### config.mk
export PLATFORM = sky130hd
export DESIGN_NAME = traffic_lamp_monitor
export DESIGN_NICKNAME = d
export VERILOG_FILES = /design/src/rtl/traffic_pkg.sv /design/src/rtl/lamp_sync.sv /design/src/rtl/traffic_lamp_monitor.sv
export SDC_FILE = /design/constraint.sdc
export NUM_CORES = 1
export LEC_CHECK = 0
export CAP_MARGIN = 25
export CORE_ASPECT_RATIO = 0.8
export CORE_MARGIN = 10
export CORE_UTILIZATION = 45
export CTS_CLUSTER_DIAMETER = 60
export DETAILED_ROUTE_END_ITERATION = 6
export GPL_TIMING_DRIVEN = 1
export HOLD_SLACK_MARGIN = 0.1
export PLACE_DENSITY_LB_ADDON = 0.15
export SKIP_CTS_REPAIR_TIMING = 1
export SLEW_MARGIN = 30
export SYNTH_ARGS = -nofsm -noshare
export SYNTH_HDL_FRONTEND = slang
export SYNTH_SLANG_ARGS = --single-unit
### constraint.sdc
create_clock -name clk -period 12.43 [get_ports clk]
set_clock_uncertainty 0.2 [all_clocks]
set_input_delay 2.486 -clock clk [delete_from_list [all_inputs] [get_ports clk]]
set_output_delay 2.486 -clock clk [all_outputs]
set_load 0.01 [all_outputs]
### src/rtl/traffic_pkg.sv
// Shared phase codes, default timing and the legal phase order for the traffic-light
// sequencer and its lamp monitor.
package traffic_pkg;

    localparam logic [1:0] PH_OFF    = 2'b00;
    localparam logic [1:0] PH_RED    = 2'b01;
    localparam logic [1:0] PH_GREEN  = 2'b10;
    localparam logic [1:0] PH_YELLOW = 2'b11;

    localparam int unsigned T_RED    = 625000000;
    localparam int unsigned T_GREEN  = 625000000;
    localparam int unsigned T_YELLOW = 375000000;
    localparam int unsigned T_TOL    = 2;
    localparam int unsigned CNT_W_DEF = 32;

    typedef enum logic [1:0] {
        ST_OFF    = 2'b00,
        ST_RED    = 2'b01,
        ST_GREEN  = 2'b10,
        ST_YELLOW = 2'b11
    } phase_e;

    // Progress through a RED -> GREEN -> YELLOW cycle, built from aligned good reports
    typedef enum logic [1:0] {
        H_NONE = 2'b00,
        H_RED  = 2'b01,
        H_RG   = 2'b10
    } hist_e;

    // OFF is a producer reset, so entering or leaving it is always allowed
    function automatic logic is_legal(input logic [1:0] from_ph, input logic [1:0] to_ph);
        logic ok;
        ok = 1'b0;
        if (from_ph == PH_OFF || to_ph == PH_OFF) begin
            ok = 1'b1;
        end else begin
            ok = (from_ph == PH_RED    && to_ph == PH_GREEN)  ||
                 (from_ph == PH_GREEN  && to_ph == PH_YELLOW) ||
                 (from_ph == PH_YELLOW && to_ph == PH_RED);
        end
        return ok;
    endfunction

endpackage

### src/rtl/lamp_sync.sv
// Two-flop synchronizer bank for asynchronous lamp lines.
module lamp_sync #(
    parameter int unsigned W = 1
) (
    input  logic         clk,
    input  logic         rst_n,
    input  logic [W-1:0] i_d,
    output logic [W-1:0] o_q
);

    logic [W-1:0] r_s1;
    logic [W-1:0] r_s2;

    always_ff @(posedge clk or negedge rst_n) begin
        if (!rst_n) begin
            r_s1 <= '0;
            r_s2 <= '0;
        end else begin
            r_s1 <= i_d;
            r_s2 <= r_s1;
        end
    end

    assign o_q = r_s2;

endmodule

### src/rtl/traffic_lamp_monitor.sv
// Decodes the red/green lamp pair into phases, measures and reports each phase,
// and flags illegal ordering and out-of-tolerance or stuck phases.
module traffic_lamp_monitor #(
    parameter int unsigned CNT_W    = traffic_pkg::CNT_W_DEF,
    parameter int unsigned T_RED    = traffic_pkg::T_RED,
    parameter int unsigned T_GREEN  = traffic_pkg::T_GREEN,
    parameter int unsigned T_YELLOW = traffic_pkg::T_YELLOW,
    parameter int unsigned TOL      = traffic_pkg::T_TOL
) (
    input  logic             clk,
    input  logic             rst_n,
    input  logic             led_r_in,
    input  logic             led_g_in,
    input  logic             clr_err,
    output logic [1:0]       phase,
    output logic             phase_valid,
    output logic [1:0]       rpt_phase,
    output logic [CNT_W-1:0] rpt_len,
    output logic             rpt_ok,
    output logic             seq_err,
    output logic             dur_err,
    output logic [15:0]      cycles_done
);

    import traffic_pkg::*;

    localparam int unsigned CW1 = CNT_W + 1;
    localparam logic [CNT_W-1:0] CNT_MAX = '1;

    logic [1:0]       w_code;
    phase_e           r_state;
    logic [CNT_W-1:0] r_cnt;
    logic             r_aligned;
    hist_e            r_hist;
    logic             r_phase_valid;
    logic [1:0]       r_rpt_phase;
    logic [CNT_W-1:0] r_rpt_len;
    logic             r_rpt_ok;
    logic             r_seq_err;
    logic             r_dur_err;
    logic [15:0]      r_cycles;

    logic             w_change;
    logic             w_legal;
    logic [CNT_W-1:0] w_cnt_inc;
    logic [CW1-1:0]   w_len_ext;
    logic [CW1-1:0]   w_nom;
    logic [CW1-1:0]   w_dev;
    logic             w_ok;
    logic             w_report;
    logic             w_overrun;
    logic             w_seq_set;
    logic             w_dur_set;
    logic             w_cycle_done;

    function automatic logic [CW1-1:0] nominal(input phase_e ph);
        logic [CW1-1:0] n;
        n = '0;
        case (ph)
            ST_RED:    n = CW1'(T_RED);
            ST_GREEN:  n = CW1'(T_GREEN);
            ST_YELLOW: n = CW1'(T_YELLOW);
            default:   n = '0;
        endcase
        return n;
    endfunction

    lamp_sync #(
        .W (2)
    ) u_lamp_sync (
        .clk   (clk),
        .rst_n (rst_n),
        .i_d   ({led_g_in, led_r_in}),
        .o_q   (w_code)
    );

    // Phase-length measurement and tolerance check against the phase being left
    always_comb begin
        w_change  = (w_code != r_state);
        w_legal   = is_legal(r_state, w_code);
        w_cnt_inc = (r_cnt == CNT_MAX) ? r_cnt : r_cnt + CNT_W'(1);
        w_len_ext = {1'b0, r_cnt};
        w_nom     = nominal(r_state);
        w_dev     = (w_len_ext >= w_nom) ? (w_len_ext - w_nom) : (w_nom - w_len_ext);
        w_ok      = (w_dev <= CW1'(TOL));
        w_report  = w_change && r_aligned && (r_state != ST_OFF);
        w_overrun = !w_change && r_aligned && (r_state != ST_OFF) &&
                    ({1'b0, w_cnt_inc} == (w_nom + CW1'(TOL) + CW1'(1)));
        w_seq_set = w_change && !w_legal;
        w_dur_set = (w_report && !w_ok) || w_overrun;
        w_cycle_done = w_report && w_ok && w_legal &&
                       (r_state == ST_YELLOW) && (r_hist == H_RG);
    end

    always_ff @(posedge clk or negedge rst_n) begin
        if (!rst_n) begin
            r_state       <= ST_OFF;
            r_cnt         <= '0;
            r_aligned     <= 1'b0;
            r_hist        <= H_NONE;
            r_phase_valid <= 1'b0;
            r_rpt_phase   <= 2'b00;
            r_rpt_len     <= '0;
            r_rpt_ok      <= 1'b0;
            r_seq_err     <= 1'b0;
            r_dur_err     <= 1'b0;
            r_cycles      <= '0;
        end else begin
            r_phase_valid <= w_report;
            if (w_report) begin
                r_rpt_phase <= r_state;
                r_rpt_len   <= r_cnt;
                r_rpt_ok    <= w_ok;
            end

            if (w_change) begin
                r_cnt     <= CNT_W'(1);
                r_state   <= phase_e'(w_code);
                // The first phase after OFF or after a bad transition is partial
                r_aligned <= (r_state != ST_OFF) && (w_code != PH_OFF) && w_legal;
            end else begin
                r_cnt <= w_cnt_inc;
            end

            r_seq_err <= w_seq_set || (r_seq_err && !clr_err);
            r_dur_err <= w_dur_set || (r_dur_err && !clr_err);

            if (w_cycle_done) begin
                r_cycles <= r_cycles + 16'd1;
            end

            // Any error or producer reset breaks the RED -> GREEN -> YELLOW chain
            if (w_seq_set || w_overrun || (w_change && w_code == PH_OFF)) begin
                r_hist <= H_NONE;
            end else if (w_report) begin
                if (!w_ok) begin
                    r_hist <= H_NONE;
                end else begin
                    case (r_state)
                        ST_RED:   r_hist <= H_RED;
                        ST_GREEN: r_hist <= (r_hist == H_RED) ? H_RG : H_NONE;
                        default:  r_hist <= H_NONE;
                    endcase
                end
            end
        end
    end

    assign phase       = w_code;
    assign phase_valid = r_phase_valid;
    assign rpt_phase   = r_rpt_phase;
    assign rpt_len     = r_rpt_len;
    assign rpt_ok      = r_rpt_ok;
    assign seq_err     = r_seq_err;
    assign dur_err     = r_dur_err;
    assign cycles_done = r_cycles;

endmodule

==> results, run 1 <==
- For this run, the number of Yosys warnings is 0.
- Wires add up to 28,300 µm.
- The total grt overflow is 0.
- The die is 140 µm tall.
- The count of inserted antenna diode cells is 0.
- The tool flagged a number of max-cap violations equal to 0.
- The compound-gate portion of the synthesized area is around 22%.
- The number of rows in the core area is 43.
- The global placer's final weighted congestion is 0.984.
- The worst setup path is of the flip-flop to flip-flop kind.
- In the synthesized netlist, the cells that appear most often are sky130_fd_sc_hd__nand2_1, sky130_fd_sc_hd__dfrtp_1, sky130_fd_sc_hd__nor2_1, sky130_fd_sc_hd__a21oi_1, sky130_fd_sc_hd__o21ai_0.
- The synthesis-to-finish area growth is 12.4%.
- Setup violations remaining at the end of the flow were counted as 0.
- The largest area contributor in the synthesized netlist is sky130_fd_sc_hd__dfrtp_1.
- In this run the worst path has a maximum fanout of 20.
- The pre-antenna-repair detailed-routing pass consisted of 6 iterations.
- Synthesis instantiated 85 different standard cells from the library.
- Counting flops with a built-in enable in the synthesized netlist gives 0.
- Global routing used between 20% and 30% of the available tracks across all layers.
- The boundary pin count is 61.
- In the routed layout, each cell is associated on average with a via count of around 6.6.
- The final number of hold-violating endpoints is 0.
- Of the post-synthesis cell area, the part taken by muxes is 1.15%.
- The library cell with the highest instance count after synthesis is sky130_fd_sc_hd__nand2_1.
- The buffer type at the clock tree root is sky130_fd_sc_hd__clkbuf_16.
- The number of levels the H-tree was split into is 3.
- The number of DRC markers after the initial detailed-route iteration is between 1,000 and 1,500.
- For this run, design rule violations remaining after detail routing come to 0.
- Clock tree synthesis inserted a total of 9 buffers.
- For this run, the number of standard cells in the final layout without fillers is roughly 1,300.
- During placement, the flow inserted port buffers numbering 60.
- The area fraction of the dominant cell type after synthesis is between 20 and 30%.
- The source-to-sink clock delay at the later pin of the worst-skew pair is ~0.35 ns.
- After detailed routing, the average wire length per cell comes to between 20 and 25 µm.
- The maximum buffer depth of the clock tree is 2.
- The worst-case IR drop observed on VDD is a little under 0.08 mV.
- Setup repair after global routing left no endpoint under its margin.
- The synthesized netlist devotes 6.55% of its cell area to XOR and XNOR gates.
- Data on the critical path arrives at its endpoint at ~6.6 ns.
- Among all flip-flop cells after synthesis, the most frequent one is sky130_fd_sc_hd__dfrtp_1.
- Detailed placement finished with a half-perimeter wire length of 21,300 µm.
- The flow ran to the end, and the final reports show no timing, DRC or antenna violations.
- The worst min-delay path category is flip-flop to flip-flop.
- The CTS sink count is 95.
- For this configuration, the core starts out at a cell density of 46.5%.
- Power spread over the standard cell area amounts to just under 90 nW/µm².
- The clock period minus worst slack is between 6 and 7 ns.
- The maximum cell stage delay along the critical path is between 0.7 and 0.8 ns.
- The max-slew headroom at the worst pin is between 40% and 50%.
- The clock tree from TritonCTS is done.
- The maximum number of pins on one net before global-route repair is 65.
- The fraction of registers with async set or reset after synthesis is between 90% and 100%.
- By area, the combinational part of the netlist is dominated by simple AND/OR/NAND/NOR gates.
- After routing, the total negative slack on setup checks comes to 0 ns.
- After floorplanning, the core was sized to cover 17,500 µm².
- The mapped netlist covers about 8200 µm².
- The part of the Yosys area used for sequential elements is approximately 29%.
- The initial antenna violation count came to 0.
- The flip-flop and latch count after synthesis is between 90 and 100.
- The number of nets produced by synthesis is between 1,000 and 1,500.
- The top achievable clock speed is between 0.15 and 0.2 GHz.
- The portion of the clock cycle consumed by the worst path in the final layout is 52.4%.
- The post-synthesis average cell area is roughly 8.1 µm².
- The residual antenna-violating net count after detailed routing is 0.
- For this run, the share of the core covered by cells in the final layout is roughly 52%.
- The cell with the biggest individual delay on the critical path is sky130_fd_sc_hd__ha_1.
- The worst hold path startpoint is u_lamp_sync.r_s1[1]$_DFF_PN0_.
- The number of instances in the synthesized netlist is around 1,000.
- The die outline width is around 170 µm.
- The element type at the critical path start is a flip-flop.
- The first element of the critical path is r_state[0]$_DFFE_PN0N_.
- The overall via count from detail_route is between 8,000 and 9,000.
- At the pin with the least slew margin, the transition time is 0.865 ns.
- Across all register-to-register paths, the minimum setup slack is between 5 and 6 ns.
- The die covers 23,900 µm².
- The number of placed instances, taps included, is 1,240.
- Traced cell by cell, the critical path runs through inv_1 -> ha_1 -> ha_1 -> nand4_1 -> nor4_1 -> nand3_1 -> nand3_1 -> nor2_1 -> o311a_1 -> or4_1 -> nand4bb_1 -> nor3_1 -> mux2_2.
- The post-route netlist has 5.92% of its cells at a drive strength greater than 1.
- The global-route wire length before repair is between 40,000 and 50,000 µm.
- For the worst setup path, the data required time is 12.47 ns.
- The fraction of the mapped netlist area in adder cells is under 10%.
- The final net count is between 1,000 and 1,500.
- The final number of max-transition violations was 0.
- The clock transition at the register clock pins on the worst setup and hold paths after CTS is 0.07 ns.
- By area the synthesized netlist is led by sky130_fd_sc_hd__dfrtp_1, sky130_fd_sc_hd__ha_1, sky130_fd_sc_hd__nand2_1.
- The analysis attributes to cell leakage a power of 3.76 nW.
- The via count of the first global-routing pass came to about 7,500.
- The kind of end point of the critical path is a flip-flop.
- Summing the areas of all and, or, nand and nor instances in the mapped netlist gives just under 30% of the synthesized area.
- In this run the critical register-to-register path is launched from r_state[0]$_DFFE_PN0N_.
[logic make-up (layout without fill, tap and decap cells)]
family	count (synthesis)	in the layout
AOI/OAI and AO/OA	264	264
and+or+nand+nor	430	430
buffers and inverters	109	130
xor gates and xnor gates	61	61
adders and majority gates	42	42
DFF	95	95
muxes	9	9
[sequential cells by signal, indices dropped and copies added (netlist names)]
name              flops
u_lamp_sync.r_s1      2
rpt_len              32
cycles_done          16
r_aligned             1
phase_valid           1
r_cnt                32
seq_err               1
r_hist                2
rpt_ok                1
u_lamp_sync.o_q       2
rpt_phase             2
r_state               2
dur_err               1
[worst max-delay path: cells and delay by family (launching register included)]
kind | cells | cell delay, ns
and+or+nand+nor | 8 | 3.53
AOI/OAI and AO/OA | 1 | 0.42
DFF | 1 | 0.41
buffers and inverters | 1 | 0.11
adders and majority gates | 2 | 1.35
muxes | 1 | 0.38
[routing by layer]
| layer | vias to the layer above | GRT usage, % | routed length [µm] |
|---|---|---|---|
| met4 | 0 | 4.88 | 462 |
| met5 | - | 0 | 0 |
| met1 | 3980 | 34.1 | 12800 |
| met3 | 42 | 5.48 | 3150 |
| li1 | 3775 | - | - |
| met2 | 477 | 32.5 | 11900 |
[through the flow]
stage | power, mW | setup WS, ns | hold WS (ns) | instance area (µm²)
2_1_floorplan | 0.437 | 7.99 | 0.131 | 8150
3_3_place_gp | 0.499 | 6.19 | 0.133 | 8820
3_5_place_dp | 0.497 | 6.10 | 0.135 | 8820
4_1_cts | 0.822 | 6.06 | 0.151 | 9160
5_1_grt | 0.846 | 5.52 | 0.161 | 9160
6_report | 0.819 | 5.92 | 0.150 | 9160
[final cells by class]
cell class	instances	area (µm²)
inverters	45	169
clock inverters	7	118
repair buffers	69	666
multi-input cells	806	5330
fillers	1679	8380
well taps	225	282
clock buffers	9	225
flip-flops and latches	95	2380
[power by group]
part           internal [mW]  total, mW  switching, mW  leakage, nW
Clock                  0.197      0.324          0.126        0.170
Sequential             0.318      0.325        0.00704         1.30
Combinational         0.0608      0.170          0.110         2.29
Total                  0.576      0.819          0.243         3.76
[final timing paths]
path	depth (start not counted)	endpoint
hold / removal	0	u_lamp_sync.o_q[1]$_DFF_PN0_
hold reg to reg	0	u_lamp_sync.o_q[1]$_DFF_PN0_
min in group asynchronous	1	rpt_len[25]$_DFFE_PN0P_
setup reg to reg	13	cycles_done[1]$_DFFE_PN0P_
max in group asynchronous	2	rpt_phase[0]$_DFFE_PN0P_
setup / recovery	13	cycles_done[1]$_DFFE_PN0P_
[cell usage in the layout, fill, tap and decap left out, types with 6 or more instances in the layout]
cell	count
sky130_fd_sc_hd__a31oi_1	8
sky130_fd_sc_hd__a21oi_1	63
sky130_fd_sc_hd__nor2_1	72
sky130_fd_sc_hd__dfrtp_1	95
sky130_fd_sc_hd__or3_1	13
sky130_fd_sc_hd__ha_1	41
sky130_fd_sc_hd__buf_4	10
sky130_fd_sc_hd__a211oi_1	13
sky130_fd_sc_hd__clkbuf_16	9
sky130_fd_sc_hd__and3_1	18
sky130_fd_sc_hd__nor2b_1	12
sky130_fd_sc_hd__o21ai_0	59
sky130_fd_sc_hd__nor4_2	10
sky130_fd_sc_hd__a22oi_1	7
sky130_fd_sc_hd__clkdlybuf4s50_1	59
sky130_fd_sc_hd__nor4_1	20
sky130_fd_sc_hd__nand4_1	25
sky130_fd_sc_hd__or4_1	10
sky130_fd_sc_hd__a21o_1	12
sky130_fd_sc_hd__xor2_1	23
sky130_fd_sc_hd__inv_1	43
sky130_fd_sc_hd__nand4bb_1	6
sky130_fd_sc_hd__mux2i_1	6
sky130_fd_sc_hd__nand2_1	113
sky130_fd_sc_hd__nand3_1	38
sky130_fd_sc_hd__o31ai_1	9
sky130_fd_sc_hd__xnor2_1	38
sky130_fd_sc_hd__o211ai_1	14
sky130_fd_sc_hd__nor3_1	29
sky130_fd_sc_hd__a221oi_1	9
sky130_fd_sc_hd__nand4b_1	9
Power figures use the tool's default switching activity.
==> run 2, diff against run 1 <==
==> constraint.sdc (replaced) <==
create_clock -name clk -period 6.2 [get_ports clk]
set_clock_uncertainty 0.2 [all_clocks]
set_input_delay 1.24 -clock clk [delete_from_list [all_inputs] [get_ports clk]]
set_output_delay 1.24 -clock clk [all_outputs]
set_load 0.01 [all_outputs]
==> run 2 against run 1 <==
  * Clock power up 82%
  * Design area up 0.66%
  * Via count down 0.18%
  * Utilization up 0.34 points
  * Combinational power up 110%
  * Largest cell class unchanged
  * Final cell count up 0.96%
  * Sequential power up 100%
==> results, run 2 (synthesis results as in run 1) <==
- The flow ran to the end, and the final reports show no timing, DRC or antenna violations.
- The global-route wire length before repair came to 44,900 µm (+2.2%).
- The top achievable clock speed was 0.172 GHz (+12%).
- The sink of the worst hold path is u_lamp_sync.o_q[1]$_DFF_PN0_.
- The commonest non-fill, non-tap cell in the layout is sky130_fd_sc_hd__nand2_1.
- The overall routing resource usage is 23.7% (+0.74 points).
- The measured slew at the worst slew-check pin is 0.893 ns (+0.0286 ns).
- The area enclosed by the die boundary is 23,900 µm² (unchanged).
- The worst register-to-register path ends at cycles_done[15]$_DFFE_PN0P_.
- The final number of hold-violating endpoints is 0 (unchanged).
- The maximum buffer depth of the clock tree is 2 (unchanged).
- The worst-case vdd ir drop is 0.134 mV (+73%).
- The post-detailed-routing wire length is 29,300 µm (+3.7%).
- The initial antenna violation count is 0 (unchanged).
- The final net count is 1,085 (+1.1%).
- The quantity of I/O buffers inserted on ports is 60 (unchanged).
- The average detailed-routed wire length per instance was 23.1 µm (+2.7%).
- The clock transition at the register clock pins on the worst setup and hold paths after CTS is 0.07 ns (about the same).
- The number of DRC markers after the initial detailed-route iteration is 1,039 (+2.2%).
- STA classifies the critical path startpoint as a flip-flop.
- The global placer's final weighted congestion is 1.01 (+2.3%).
- TritonCTS built the clock tree.
- The register-to-register setup slack is 0.39 ns (-5.53 ns).
- The cell depth of the worst min-delay path is 0 (unchanged).
- The critical path is of the flip-flop to flip-flop type.
- The source-to-sink clock delay at the later pin of the worst-skew pair was 0.35 ns (about the same).
- The max-slew headroom at the worst pin was 40.4% (-1.8 points).
- The placeable core region is 17,500 µm² (unchanged).
- The count of max-cap constraint violations was 0 (unchanged).
- Setup repair after global routing left no endpoint under its margin.
- The number of rows in the core area is 43 (unchanged).
- The CTS sink count is 95 (unchanged).
- The die outline width came to 170 µm (unchanged).
- The setup-violating endpoint count in the final report is 0 (unchanged).
- The via count of the first global-routing pass is 7,521 (+0.72%).
- The maximum number of pins on one net before global-route repair came to 58 (-11%).
- The iteration count of the initial detailed-routing pass is 5 (-1).
- The total grt overflow is 0 (unchanged).
- The number of remaining DRC errors came to 0 (unchanged).
- The die span in y is 140 µm (unchanged).
- The power density of the placed cells was 173 nW/µm² (+94%).
- The number of CTS-inserted buffers was 9 (unchanged).
- The HPWL after detailed placement is 22,400 µm (+5.3%).
- The clock period minus worst slack came to 5.81 ns (-0.704 ns).
- The post-detailed-route via-to-cell ratio came to 6.51 (-1.1%).
- The total power is 1.60 mW (+95%).
- The overall via count from detail_route was 8,259 (-0.18%).
- The residual antenna-violating net count after detailed routing is 0 (unchanged).
- The critical path data arrival time is 5.87 ns (-0.68 ns).
- The buffer type at the clock tree root is sky130_fd_sc_hd__clkbuf_16.
- The ratio of cells with drive above 1 in the final layout is 7.00% (+1.1 points).
- The boundary pin count is 61 (unchanged).
- The startpoint identified for the worst register-to-register timing path is r_state[0]$_DFFE_PN0N_.
- The final number of max-transition violations is 0 (unchanged).
- The data required time of the critical path was 6.26 ns (-6.21 ns).
- The worst hold path begins at u_lamp_sync.r_s1[1]$_DFF_PN0_.
- The number of levels the H-tree was split into is 3 (unchanged).
- The effective utilization at floorplan is 46.5% (unchanged).
- The cell count of the worst reg-to-reg path came to 14 (+1).
- The largest driver fanout on the critical path is 17 (-15%).
- The kind of end point of the critical path is a flip-flop.
- In the layout the commonest cells are sky130_fd_sc_hd__nand2_1, sky130_fd_sc_hd__dfrtp_1, sky130_fd_sc_hd__nor2_1, sky130_fd_sc_hd__a21oi_1.
- The portion of the clock cycle consumed by the worst path in the final layout was 93.6% (+41 points).
- The leakage dissipation came to 3.80 nW (+1.0%).
- The layout filler cell count is 1,683 (+0.24%).
- The synthesis-to-finish area growth is 13.1%.
- The worst min-delay path category is flip-flop to flip-flop.
- The count of inserted antenna diode cells was 0 (unchanged).
- The sum of negative setup slack is 0 ns (unchanged).
-- run 2: how the worst max path moves through the flow --
stage,startpoint,to,slack [ns]
CTS,r_state[1]$_DFFE_PN0N_,cycles_done[15]$_DFFE_PN0P_,0.55
global route,r_state[1]$_DFFE_PN0N_,cycles_done[15]$_DFFE_PN0P_,0.02
detailed placement,r_state[1]$_DFFE_PN0N_,rpt_ok$_DFFE_PN0P_,0.62
finish,r_state[0]$_DFFE_PN0N_,cycles_done[15]$_DFFE_PN0P_,0.39
global placement,r_state[0]$_DFFE_PN0N_,rpt_ok$_DFFE_PN0P_,0.58
floorplan,r_state[0]$_DFFE_PN0N_,cycles_done[1]$_DFFE_PN0P_,1.76
-- run 2: cell type report --
| class | count | area (µm²) | share of cell area, % |
|---|---|---|---|
| inverters | 45 | 169 | 1.83 |
| repair buffers | 81 | 756 | 8.20 |
| flip-flops and latches | 95 | 2380 | 25.8 |
| well taps | 225 | 282 | 3.05 |
| multi-input cells | 806 | 5320 | 57.7 |
| clock buffers | 9 | 225 | 2.44 |
| clock inverters | 7 | 88.8 | 0.963 |
-- run 2: where the power goes --
| part | switching, mW | internal, mW |
|---|---|---|
| clock network | 0.268 | 0.323 |
| registers | 0.0155 | 0.637 |
| logic | 0.226 | 0.126 |
-- run 2: per-layer routing --
metal	wire length [µm]	track usage (%)	vias up
met5	0	0	-
met3	3480	6.91	36
li1	-	-	3785
met4	468	4.75	0
met1	13200	35.0	3981
met2	12100	32.9	457
-- run 2: worst max-delay path, stage by stage (launching register included) --
cell	delay, ns
sky130_fd_sc_hd__dfrtp_1	0.41
sky130_fd_sc_hd__inv_1	0.11
sky130_fd_sc_hd__ha_1	0.65
sky130_fd_sc_hd__inv_1	0.31
sky130_fd_sc_hd__ha_1	0.29
sky130_fd_sc_hd__a211o_1	0.28
sky130_fd_sc_hd__a211oi_1	0.34
sky130_fd_sc_hd__and3_1	0.64
sky130_fd_sc_hd__nand2_1	0.46
sky130_fd_sc_hd__or4b_1	0.63
sky130_fd_sc_hd__a32oi_1	0.36
sky130_fd_sc_hd__nand4_4	0.19
sky130_fd_sc_hd__buf_4	0.26
sky130_fd_sc_hd__nor4_1	0.39
sky130_fd_sc_hd__xor2_1	0.20
-- run 2: per-stage QoR --
stage / hold slack [ns] / utilization [%] / cell area, µm² / worst slack [ns] / std cells
floorplan: 0.131 / - / 8150 / 1.76 / 1010
global placement: 0.131 / 50.8 / 8910 / 0.580 / 1252
detailed placement: 0.135 / 50.8 / 8910 / 0.624 / 1252
CTS: 0.152 / 52.6 / 9220 / 0.547 / 1268
global route: 0.154 / 52.6 / 9220 / 0.0244 / 1268
finish: 0.151 / 52.6 / 9220 / 0.395 / 1268
